$ cat config.mk
export PLATFORM = sky130hd
export DESIGN_NAME = race_controller
export DESIGN_NICKNAME = d
export VERILOG_FILES = /design/src/rtl/race_controller.sv
export SDC_FILE = /design/constraint.sdc
export NUM_CORES = 1
export LEC_CHECK = 0
export BUFFER_PORTS_ARGS = -buffer_cell sky130_fd_sc_hd__clkbuf_2
export CORE_MARGIN = 1
export CORE_UTILIZATION = 40
export CTS_CLUSTER_SIZE = 14
export DETAILED_ROUTE_END_ITERATION = 8
export PLACE_DENSITY_LB_ADDON = 0.1
export SYNTH_ARGS = -nofsm -noshare
export SYNTH_HDL_FRONTEND = slang
export SYNTH_SLANG_ARGS = --single-unit
$ cat constraint.sdc
create_clock -name clk -period 2.2 [get_ports clk]
set_input_delay 0.11 -clock clk [delete_from_list [all_inputs] [get_ports clk]]
set_output_delay 0.11 -clock clk [all_outputs]
set_load 0.005 [all_outputs]
$ cat src/rtl/race_controller.sv
// Race sequencer: start countdown, physics reset pulse, checkpoint-validated lap
// counting, race timing and winner selection for a two-player game.
module race_controller #(
    parameter int unsigned CLK_FREQ    = 100_000_000,
    parameter int unsigned COUNT_TICKS = 60,
    parameter int unsigned LAPS        = 3,
    parameter logic [9:0]  CP_X        = 10'd240,
    parameter logic [9:0]  FIN_X       = 10'd40,
    parameter logic [9:0]  FIN_Y_LO    = 10'd80,
    parameter logic [9:0]  FIN_Y_HI    = 10'd160
) (
    input  logic        clk,
    input  logic        rst_n,
    input  logic        start,
    input  logic [9:0]  p1_x,
    input  logic [9:0]  p1_y,
    input  logic [9:0]  p2_x,
    input  logic [9:0]  p2_y,
    output logic [2:0]  state,
    output logic [1:0]  cd_digit,
    output logic        phys_rst,
    output logic [2:0]  lap_p1,
    output logic [2:0]  lap_p2,
    output logic [1:0]  winner,
    output logic [15:0] race_ticks
);
    localparam int unsigned TICK_LIMIT = CLK_FREQ / 60;
    localparam int unsigned TW = (TICK_LIMIT > 1) ? $clog2(TICK_LIMIT) : 1;
    localparam int unsigned CW = (COUNT_TICKS > 1) ? $clog2(COUNT_TICKS) : 1;
    localparam logic [TW-1:0] TICK_LAST = TW'(TICK_LIMIT - 1);
    localparam logic [CW-1:0] CD_LAST   = CW'(COUNT_TICKS - 1);
    localparam logic [2:0]    LAPS_L    = 3'(LAPS);

    localparam logic [2:0] S_IDLE   = 3'd0;
    localparam logic [2:0] S_CNT3   = 3'd1;
    localparam logic [2:0] S_CNT2   = 3'd2;
    localparam logic [2:0] S_CNT1   = 3'd3;
    localparam logic [2:0] S_RACE   = 3'd4;
    localparam logic [2:0] S_FINISH = 3'd5;

    logic [2:0]    state_q, state_d;
    logic [TW-1:0] tick_q, tick_d;
    logic [CW-1:0] cd_cnt_q, cd_cnt_d;
    logic          start_q;
    logic          phys_rst_q, phys_rst_d;
    logic [2:0]    lap1_q, lap1_d, lap2_q, lap2_d;
    logic          armed1_q, armed1_d, armed2_q, armed2_d;
    logic [1:0]    winner_q, winner_d;
    logic [15:0]   race_ticks_q, race_ticks_d;

    logic game_tick, start_rise, cd_last, cd_state, race_tick;
    logic p1_cp, p1_fin, p2_cp, p2_fin;
    logic p1_lap, p2_lap, p1_done, p2_done, any_done;
    logic [2:0] lap1_inc, lap2_inc;

    assign game_tick  = (tick_q == TICK_LAST);
    assign start_rise = start & ~start_q;
    assign cd_last    = (cd_cnt_q == CD_LAST);
    assign cd_state   = (state_q == S_CNT3) || (state_q == S_CNT2) || (state_q == S_CNT1);
    assign race_tick  = (state_q == S_RACE) && game_tick;

    assign p1_cp  = (p1_x >= CP_X);
    assign p1_fin = (p1_x < FIN_X) && (p1_y >= FIN_Y_LO) && (p1_y <= FIN_Y_HI);
    assign p2_cp  = (p2_x >= CP_X);
    assign p2_fin = (p2_x < FIN_X) && (p2_y >= FIN_Y_LO) && (p2_y <= FIN_Y_HI);

    // A lap only counts after the checkpoint armed it; finish uses the new lap value.
    assign p1_lap   = race_tick && armed1_q && p1_fin;
    assign p2_lap   = race_tick && armed2_q && p2_fin;
    assign lap1_inc = lap1_q + 3'd1;
    assign lap2_inc = lap2_q + 3'd1;
    assign p1_done  = p1_lap && (lap1_inc == LAPS_L);
    assign p2_done  = p2_lap && (lap2_inc == LAPS_L);
    assign any_done = p1_done | p2_done;

    always_ff @(posedge clk or negedge rst_n) begin
        if (!rst_n) begin
            state_q      <= S_IDLE;
            tick_q       <= '0;
            cd_cnt_q     <= '0;
            start_q      <= 1'b1;
            phys_rst_q   <= 1'b0;
            lap1_q       <= 3'd0;
            lap2_q       <= 3'd0;
            armed1_q     <= 1'b0;
            armed2_q     <= 1'b0;
            winner_q     <= 2'd0;
            race_ticks_q <= 16'd0;
        end else begin
            state_q      <= state_d;
            tick_q       <= tick_d;
            cd_cnt_q     <= cd_cnt_d;
            start_q      <= start;
            phys_rst_q   <= phys_rst_d;
            lap1_q       <= lap1_d;
            lap2_q       <= lap2_d;
            armed1_q     <= armed1_d;
            armed2_q     <= armed2_d;
            winner_q     <= winner_d;
            race_ticks_q <= race_ticks_d;
        end
    end

    always_comb begin
        state_d = state_q;
        case (state_q)
            S_IDLE:   if (start_rise) state_d = S_CNT3;
            S_CNT3:   if (game_tick && cd_last) state_d = S_CNT2;
            S_CNT2:   if (game_tick && cd_last) state_d = S_CNT1;
            S_CNT1:   if (game_tick && cd_last) state_d = S_RACE;
            S_RACE:   if (any_done) state_d = S_FINISH;
            S_FINISH: if (start_rise) state_d = S_IDLE;
            default:  state_d = S_IDLE;
        endcase
    end

    always_comb begin
        tick_d       = game_tick ? '0 : tick_q + TW'(1);
        cd_cnt_d     = cd_cnt_q;
        phys_rst_d   = 1'b0;
        lap1_d       = lap1_q;
        lap2_d       = lap2_q;
        armed1_d     = armed1_q;
        armed2_d     = armed2_q;
        winner_d     = winner_q;
        race_ticks_d = race_ticks_q;
        if ((state_q == S_IDLE) && start_rise) begin
            cd_cnt_d     = '0;
            phys_rst_d   = 1'b1;
            lap1_d       = 3'd0;
            lap2_d       = 3'd0;
            armed1_d     = 1'b0;
            armed2_d     = 1'b0;
            winner_d     = 2'd0;
            race_ticks_d = 16'd0;
        end
        if (cd_state && game_tick) begin
            cd_cnt_d = cd_last ? '0 : cd_cnt_q + CW'(1);
        end
        if (race_tick) begin
            if (race_ticks_q != 16'hFFFF) race_ticks_d = race_ticks_q + 16'd1;
            if (p1_lap) begin
                lap1_d   = lap1_inc;
                armed1_d = 1'b0;
            end else if (p1_cp) begin
                armed1_d = 1'b1;
            end
            if (p2_lap) begin
                lap2_d   = lap2_inc;
                armed2_d = 1'b0;
            end else if (p2_cp) begin
                armed2_d = 1'b1;
            end
            if (any_done) winner_d = {p2_done, p1_done};
        end
    end

    always_comb begin
        case (state_q)
            S_CNT3:  cd_digit = 2'd3;
            S_CNT2:  cd_digit = 2'd2;
            S_CNT1:  cd_digit = 2'd1;
            default: cd_digit = 2'd0;
        endcase
    end

    assign state      = state_q;
    assign phys_rst   = phys_rst_q;
    assign lap_p1     = lap1_q;
    assign lap_p2     = lap2_q;
    assign winner     = winner_q;
    assign race_ticks = race_ticks_q;
endmodule
### Yosys cells after proc, flatten, opt, wreduce, memory -nomap -nowiden

Index checks and enable logic that the tools add are counted.

| cells by class | value |
|---|---|
| reductions and logical operators | 19 |
| magnitude comparators | 8 |
| equal/unequal tests | 16 |
| bitwise gates (word level) | 3 |
| multiplexer cells | 33 |
| add/sub/neg operators | 5 |

Operators with widths:

| operator | count |
|---|---|
| $mux W16 | 3 |
| $mux W3 | 12 |
| $add A21 B1 Y21 const B | 1 |
| $eq A21 B21 Y1 const B | 1 |
| $mux W21 | 1 |
| $ge A10 B7 Y1 const B | 2 |
| $ge A10 B8 Y1 const B | 2 |
| $le A10 B8 Y1 const B | 2 |
| $lt A10 B6 Y1 const B | 2 |
| $mux W6 | 3 |
| $pmux W3 S6 | 1 |
| $add A16 B1 Y16 const B | 1 |
| $ne A16 B16 Y1 const B | 1 |
| $logic_and A1 B1 Y1 | 14 |
| $eq A3 B2 Y1 const B | 4 |
| $mux W1 | 9 |
| $add A3 B1 Y3 const B | 2 |
| $add A6 B1 Y6 const B | 1 |
| $eq A3 B3 Y1 const B | 2 |
| $eq A6 B6 Y1 const B | 1 |
| $mux W2 | 3 |
| $ne A2 B1 Y1 const B | 3 |
| $ne A2 B2 Y1 const B | 3 |
| $pmux W2 S3 | 1 |
| other kinds (8) | 9 |

| storage, ports and cells | value |
|---|---|
| output and inout port bits | 30 |
| bits of input ports | 43 |
| bits in registers | 58 |
| word-level logic and storage cells | 95 |

### Logic depth before layout (Yosys ltp)

Gate-level depths: netlist of run 1.

| logic depth | value |
|---|---|
| depth after elaboration | 8 |
| depth in mapped cells | 9 |
| gate-level depth less buffers | 7 |

### Worst setup path after synthesis of run 1

Ideal clock, no wire load.

| timing path | value |
|---|---|
| path type | register to register |
| from | reg tick_q[1] |
| to | reg race_ticks_q[3], in the netlist race_ticks[3] |
| required time | 2,067 ps |
| setup slack | -127 ps |
| cell stages (with the launch flop) | 10 |
| path buffers | 2 |
| period minus slack after synthesis | 2,327 ps |
| setup time | 133 ps |
| arrival | 2,193 ps |
| cell sequence | dfrtp_1 inv_1 ha_1 nand2_1 or4_1 or4_1 buf_2 buf_1 o211ai_1 o31ai_1 |

| on the way | value |
|---|---|
| cells in the longest elaborated chain, start to end | 3 |

Ends and longest elaborated chain:

| item | RTL line | source |
|---|---|---|
| start, declared | 42 | `logic [TW-1:0] tick_q, tick_d;` |
| start signal, assigned | 91 | `tick_q <= tick_d;` |
| $eq A21 B21 Y1 | 56 | `assign game_tick = (tick_q == TICK_LAST);` |
| $logic_and A1 B1 Y1 | 60 | `assign race_tick = (state_q == S_RACE) && game_tick;` |
| $mux W16 | 140 | `if (race_tick) begin` |
| named net race_ticks_d[3] | 49 | `logic [15:0] race_ticks_q, race_ticks_d;` |
| end signal, assigned | 100 | `race_ticks_q <= race_ticks_d;` |
| end, declared | 49 |  |

The timed path passes the listed nets, and every way through them passes these cells.
A chain may end at the register's enable or synchronous reset.

### Worst setup path after layout of run 1

| timing path | value |
|---|---|
| from | reg tick_q[1] |
| to | reg race_ticks_q[4], in the netlist race_ticks[4] |

Same word-level chain as after synthesis.

==> reports/results.tsv, run 1 <==
stage	metric	value	unit
outcome	status	complete, but fails checks	
outcome	violations	negative setup slack	
timing	setup_slack	-95.2	ps
timing	worst_slew_pin_slew	719	ps
finish	fin_nets	514	
yosys	syn_nets	400	
global_route	grt_remaining_overflow	0	
power	power_density	603	mW/mm^2
timing	period_share	1.04	
global_route	grt_max_degree	25	
detailed_routing	drtPass1Iterations	4	
yosys	synth_area	0.00324	sq mm
clock_network	cts.sinks	58	
global_route	antenna_found_initial	0	
finish	syn2layout_area_growth	35.0	%
timing	relSlewSlack	0.518	
die	core	0.00777	sq mm
setup_path	worstPathRequired	2460	ps
setup_path	critical_path_arrival	2550	ps
global_route	grtUsageTotal	0.199	
yosys	ys_warn_count	0	
clock_network	cts_tree	built	
worst_hold_path	min_to	armed2_q	
finish	seq_area	0.00145	sq mm
finish	fin_area	0.00437	sq mm
global_route	first_global_vias	2895	
clock_network	htree_levels	3	
detailed_routing	ant_nets	0	
clock_network	numCtsBuffers	9	
timing	fin_hold_ws	65.8	ps
yosys	synth_ff_type	dfrtp_1	
die	initial_core_util	0.417	
die	die_area	0.00846	sq mm
yosys	seq_area_frac_synth	0.449	
finish	nFillCells	728	
yosys	async_flop_share	1.00	
timing	skew	16.4	ps
detailed_routing	drc	0	
die	dieWidth	92.0	microns
timing	slew_violations	0	
finish	multi_input_area	0.00178	sq mm
yosys	yosysTopAreaCell	dfrtp_1	
worst_hold_path	hold_path.class	input port to flop	
detailed_routing	viasPerCell	5.18	
setup_path	reg2reg_slack	-100	ps
clock_network	cts_buffer_depth	2	
setup_path	worstPathMaxFanout	7	
setup_path	r2r-start	tick_q[1]	
yosys	syn_area_per_cell	9.27	sq um
yosys	ys_ff_latch	58	
setup_path	r2r-end	race_ticks[4]	
detailed_routing	routedWlPerCell	13.4	microns
finish	num_antenna_cells	0	
power	leakagePower	2.08	nW
timing	rsz0062_at_grt	yes	
power	ir_drop	0.351	mV
yosys	synth_top_area_frac	0.441	
placed_design	port_buffers	66	
die	design.portCount	73	
clock_network	clock_latency	340	ps
flow_run	cap_violations	0	
yosys	synth_edf_count	0	
setup_path	crit_path_end_kind	flop	
placed_design	pre_cts_slack	-138	ps
die	rows	32	
setup_path	critPathLaunch	tick_q[1]	
timing	hold_viol	0	
timing	fin_crit	2300	ps
detailed_routing	initialDrtViolationCount	90	
yosys	synthCells	349	
detailed_routing	wirelength	7.61	mm
finish	drive_above_1_share	0.325	
worst_hold_path	hold_start	p2_x[8]	
setup_path	rr_worst_depth	8	
power	totalPowerFinal	0.00264	W
setup_path	critical_path_class	flop to flop	
detailed_routing	num_vias	2955	
clock_network	cts_root_buffer	clkbuf_8	
timing	max_freq	436	MHz
die	fp.dieH	92.0	microns
global_route	grt_pass1_wl	13.3	mm
yosys	synth.area.top_cells	dfrtp_1 (44%), nand2_1 (4.1%), nor2_1 (3.8%), ha_1 (3.1%), nand3_1 (3.1%)	
placed_design	gp_congestion	0.754	
yosys	synthDistinctLibCells	52	
worst_hold_path	whs_path_depth	4	
clock_network	clk_pin_slew	80	ps
setup_path	start_kind	flop	
placed_design	placed_area	0.00393	sq mm
timing	setup_viol	18	
placed_design	dpl.hpwl	5.51	mm
[how the worst max path moves through the flow]
stage / to / slack (ps) / cells past startpoint
final: race_ticks[4] / -100 / 8
after global routing: race_ticks[4] / -180 / 8
after CTS: race_ticks[8] / -80 / 8
after detailed placement: race_ticks[8] / -140 / 6
after global placement: race_ticks[2] / -110 / 6
after floorplan: race_ticks[2] / -50 / 6
[worst max-delay path, stage by stage (launching register included)]
cell     delay [ps]
dfrtp_1         370
inv_1            60
ha_2            160
nand2_2          50
or4_4           480
or4_4           510
buf_6           150
or3_4           320
a21oi_2         130
[through the flow]
step	utilization	cells	TNS, ps
final	0.563	570	-870
after global routing	0.563	570	-2590
after CTS	0.553	568	-697
after detailed placement	0.506	543	-1020
after global placement	0.506	543	-588
after floorplan	-	349	-241
[cell usage in the layout (no fill, tap or decap), drive strengths merged, types with 2 or more instances in the layout]
master       instances
mux2i                9
or4                  6
a211oi               2
a22o                 3
nor2                33
a31oi                2
bufinv               3
nor3b                4
ha                   8
nand2b               5
dfrtp               57
nand4               14
clkinv               2
xor2                10
clkbuf              76
nor3                10
o21ai               22
or2                  2
nand4b               2
nor2b                9
a21bo                2
and4                 2
inv                 10
and3                 7
xnor2               11
o31ai                5
nand3               20
buf                 47
nor4                 5
or3                  5
nand2               35
a21oi                6
a21o                 2
and2                 5
dlygate4sd3          2
o211ai              10
a211o                2
[sequential cells by signal, summed over array words and instances, names as in the netlist]
register and cells:
tick_q 21, race_ticks 16, cd_cnt_q 6, lap_p1 3
lap_p2 3, state 3, winner 2, armed1_q 1
armed2_q 1, phys_rst 1, start_q 1
[power by group]
group	total [W]	internal, W	switching [W]
Combinational	0.000234	0.000119	0.000114
Sequential	0.00119	0.00112	0.0000713
Clock	0.00121	0.000757	0.000452
Total	0.00264	0.00200	0.000637
[routing by layer]
| metal | track usage | vias up | share of wire |
|---|---|---|---|
| li1 | - | 1498 | - |
| met1 | 0.263 | 1399 | 0.50 |
| met2 | 0.326 | 47 | 0.46 |
| met3 | 0.0307 | 11 | 0.027 |
| met4 | 0.0768 | 0 | 0.015 |
| met5 | 0 | - | 0 |
[layout make-up]
class | count | area share
inverters | 10 | 0.00859
well taps | 102 | 0.0292
clock buffers | 10 | 0.0292
clock inverters | 6 | 0.0263
flip-flops and latches | 58 | 0.332
multi-input cells | 269 | 0.407
repair buffers | 115 | 0.167
[timing repair]
item                                    in CTS  in global routing
pin swaps                                   12                  3
endpoints found under the setup margin      17                 30
cloned                                       2                  0
resized for setup                           12                 17
buffers inserted                             5                  2
hold buffers                                 2                  0
hold endpoints to repair                    22                  0
[cells by family after synthesis]
| logic type | after synthesis | synth area share |
|---|---|---|
| xor gates and xnor gates | 21 | 0.0568 |
| DFF | 58 | 0.449 |
| buffers and inverters | 22 | 0.0271 |
| and+or+nand+nor | 170 | 0.285 |
| muxes | 9 | 0.0278 |
| adders and majority gates | 8 | 0.0309 |
| AOI/OAI and AO/OA | 61 | 0.123 |
[Yosys cell counts, types with 3 or more instances]
cell / instances
o21ai_0: 13
inv_1: 10
and2_1: 3
xnor2_1: 11
nor2b_1: 9
nand4_1: 13
ha_1: 8
o31ai_1: 5
a22o_1: 3
nor3b_1: 4
xor2_1: 10
or3_1: 5
dfrtp_1: 57
or4_1: 6
o21ai_1: 9
nor4_1: 4
and3_1: 7
nand3_1: 20
nor3_1: 9
o211ai_1: 10
nand2_1: 35
a21oi_1: 6
nand2b_1: 5
nor2_1: 33
mux2i_1: 9
clkbuf_1: 6
buf_2: 4
Note: power is estimated with default switching activity, not from simulation.
==> inputs of run 2 (changes only) <==
--- a/config.mk
+++ b/config.mk
@@ -7,7 +7,7 @@
 export LEC_CHECK = 0
 export BUFFER_PORTS_ARGS = -buffer_cell sky130_fd_sc_hd__clkbuf_2
 export CORE_MARGIN = 1
-export CORE_UTILIZATION = 40
+export CORE_UTILIZATION = 45
 export CTS_CLUSTER_SIZE = 14
 export DETAILED_ROUTE_END_ITERATION = 8
 export PLACE_DENSITY_LB_ADDON = 0.1
==> run 2 against run 1 <==
Net effect:
- the flow still finishes with violations (negative setup slack)
- critical path depth shrank 1
- clock power fell by 13%
- non-clock buffer count is 4 lower
- fmax is 1.2% higher
- critical path type unchanged
- critical endpoint is now race_ticks[12]
- largest power group is now sequential cells
- highest routed layer unchanged
==> reports/results.tsv, run 2 (synthesis gave the netlist of run 1 again) <==
stage	metric	value	unit
outcome	status	complete, but fails checks	
outcome	violations	negative setup slack	
finish	regMostFlops	tick_q	
timing	setup_viol	13	
timing	hold_viol	0	
timing	slew_violations	0	
timing	setup_slack	-68.1	ps
setup_path	r2r-end	race_ticks[12]	
detailed_routing	initialDrtViolationCount	142	
clock_network	clk_pin_slew	60	ps
timing	period_share	1.03	
die	design.portCount	73	
clock_network	numCtsBuffers	9	
detailed_routing	wirelength	7.47	mm
worst_hold_path	hold_path.class	input port to flop	
setup_path	endpoint	race_ticks[12]	
clock_network	htree_levels	3	
timing	max_freq	441	MHz
detailed_routing	ant_nets	0	
clock_network	cts_buffer_depth	2	
setup_path	critPathLaunch	tick_q[7]	
finish	num_antenna_cells	0	
finish	seq_area	0.00145	sq mm
finish	final_cell_mix	clkbuf_2 (66), dfrtp_1 (57), buf_4 (40), nand2_1 (35), nor2_1 (33)	
worst_hold_path	whs_path_depth	4	
setup_path	reg2reg_slack	-70	ps
finish	final_cells	560	
timing	fin_hold_ws	81.8	ps
die	die_area	0.00754	sq mm
power	ir_drop	0.341	mV
clock_network	cts_tree	built	
timing	relSlewSlack	0.519	
setup_path	r2r-start	tick_q[7]	
detailed_routing	routedWlPerCell	13.3	microns
global_route	grt_max_degree	32	
clock_network	clock_latency	330	ps
global_route	grt_pass1_wl	12.8	mm
global_route	grt_remaining_overflow	0	
finish	largest_reg_flops	21	
detailed_routing	drc	0	
die	rows	30	
clock_network	cts_root_buffer	clkbuf_8	
detailed_routing	num_vias	2955	
detailed_routing	viasPerCell	5.28	
setup_path	crit_path_end_kind	flop	
timing	fin_crit	2270	ps
flow_run	cap_violations	0	
finish	fin_nets	510	
clock_network	cts.sinks	58	
die	initial_core_util	0.471	
die	dieWidth	86.8	microns
setup_path	rr_worst_depth	7	
power	power_density	581	mW/mm^2
setup_path	critical_path_class	flop to flop	
power	totalPowerFinal	0.00248	W
setup_path	worstPathRequired	2470	ps
setup_path	critical_path_arrival	2540	ps
power	leakagePower	2.05	nW
setup_path	worstPathMaxFanout	5	
finish	multi_input_area	0.00175	sq mm
placed_design	port_buffers	66	
timing	skew	8.21	ps
global_route	grtUsageTotal	0.219	
placed_design	dpl.hpwl	5.48	mm
die	fp.dieH	86.8	microns
detailed_routing	drtPass1Iterations	4	
finish	syn2layout_area_growth	31.8	%
placed_design	placedCellCount	538	
die	core	0.00687	sq mm
finish	layout.cells.most_common	clkbuf_2	
finish	nFillCells	614	
setup_path	start_kind	flop	
global_route	first_global_vias	2864	
global_route	antenna_found_initial	0	
finish	drive_above_1_share	0.302	
timing	worst_slew_pin_slew	722	ps
placed_design	gp_congestion	0.794	
timing	rsz0062_at_grt	yes	
## run 2: cell type report
class	count	area share
multi-input combinational	269	0.411
sequential	58	0.341
timing repair buffer	111	0.161
clock buffer	15	0.0437
tap	96	0.0282
inverter	10	0.00880
clock inverter	1	0.00704
## run 2: worst min-delay path by stage
stage                        from  slack, ps       endpoint
after detailed placement    rst_n        200  race_ticks[3]
after floorplan             rst_n       -190       armed1_q
after global placement      rst_n        200  race_ticks[3]
after CTS                 p1_x[9]         70       armed1_q
after global routing      p2_x[8]         90       armed2_q
final                     p1_x[9]         80       armed1_q
## run 2: timing repair
action	4_1_cts	5_1_grt
buffers inserted	3	1
hold endpoints to repair	27	0
cloned	0	1
setup endpoints to repair	15	24
pin swaps	1	2
gates resized for setup	5	9
hold buffers	2	0
## run 2: per-stage QoR
stage / worst slack [ps] / setup TNS [ps] / cell area (sq um) / utilization
3_3_place_gp: -86.8 / -396 / 3950 / 0.574
2_1_floorplan: -53.5 / -241 / 3250 / -
5_1_grt: -127 / -1550 / 4270 / 0.621
3_5_place_dp: -113 / -784 / 3950 / 0.574
4_1_cts: -56.5 / -448 / 4230 / 0.615
6_report: -68.1 / -447 / 4270 / 0.621
## run 2: metal layers
metal  part of all wire  global-route usage  vias to the layer above
li1                   -                   -                     1482
met1               0.47               0.280                     1404
met2               0.49               0.365                       61
met3              0.032              0.0467                        8
met4              0.014              0.0803                        0
met5                  0                   0                        -
## run 2: report_power, final
group	switching [W]	internal (W)	leakage, nW
Combinational	0.000113	0.000120	1.18
Sequential	0.0000697	0.00112	0.756
Clock	0.000403	0.000648	0.110
Total	0.000586	0.00189	2.05
## run 2: worst max-delay path, cell delays in order, from the launching register on
cell	delay (ps)
dfrtp_1	400
or4b_1	520
or4_4	570
nor3_4	170
buf_6	160
buf_4	110
nor3b_2	170
a21o_1	100
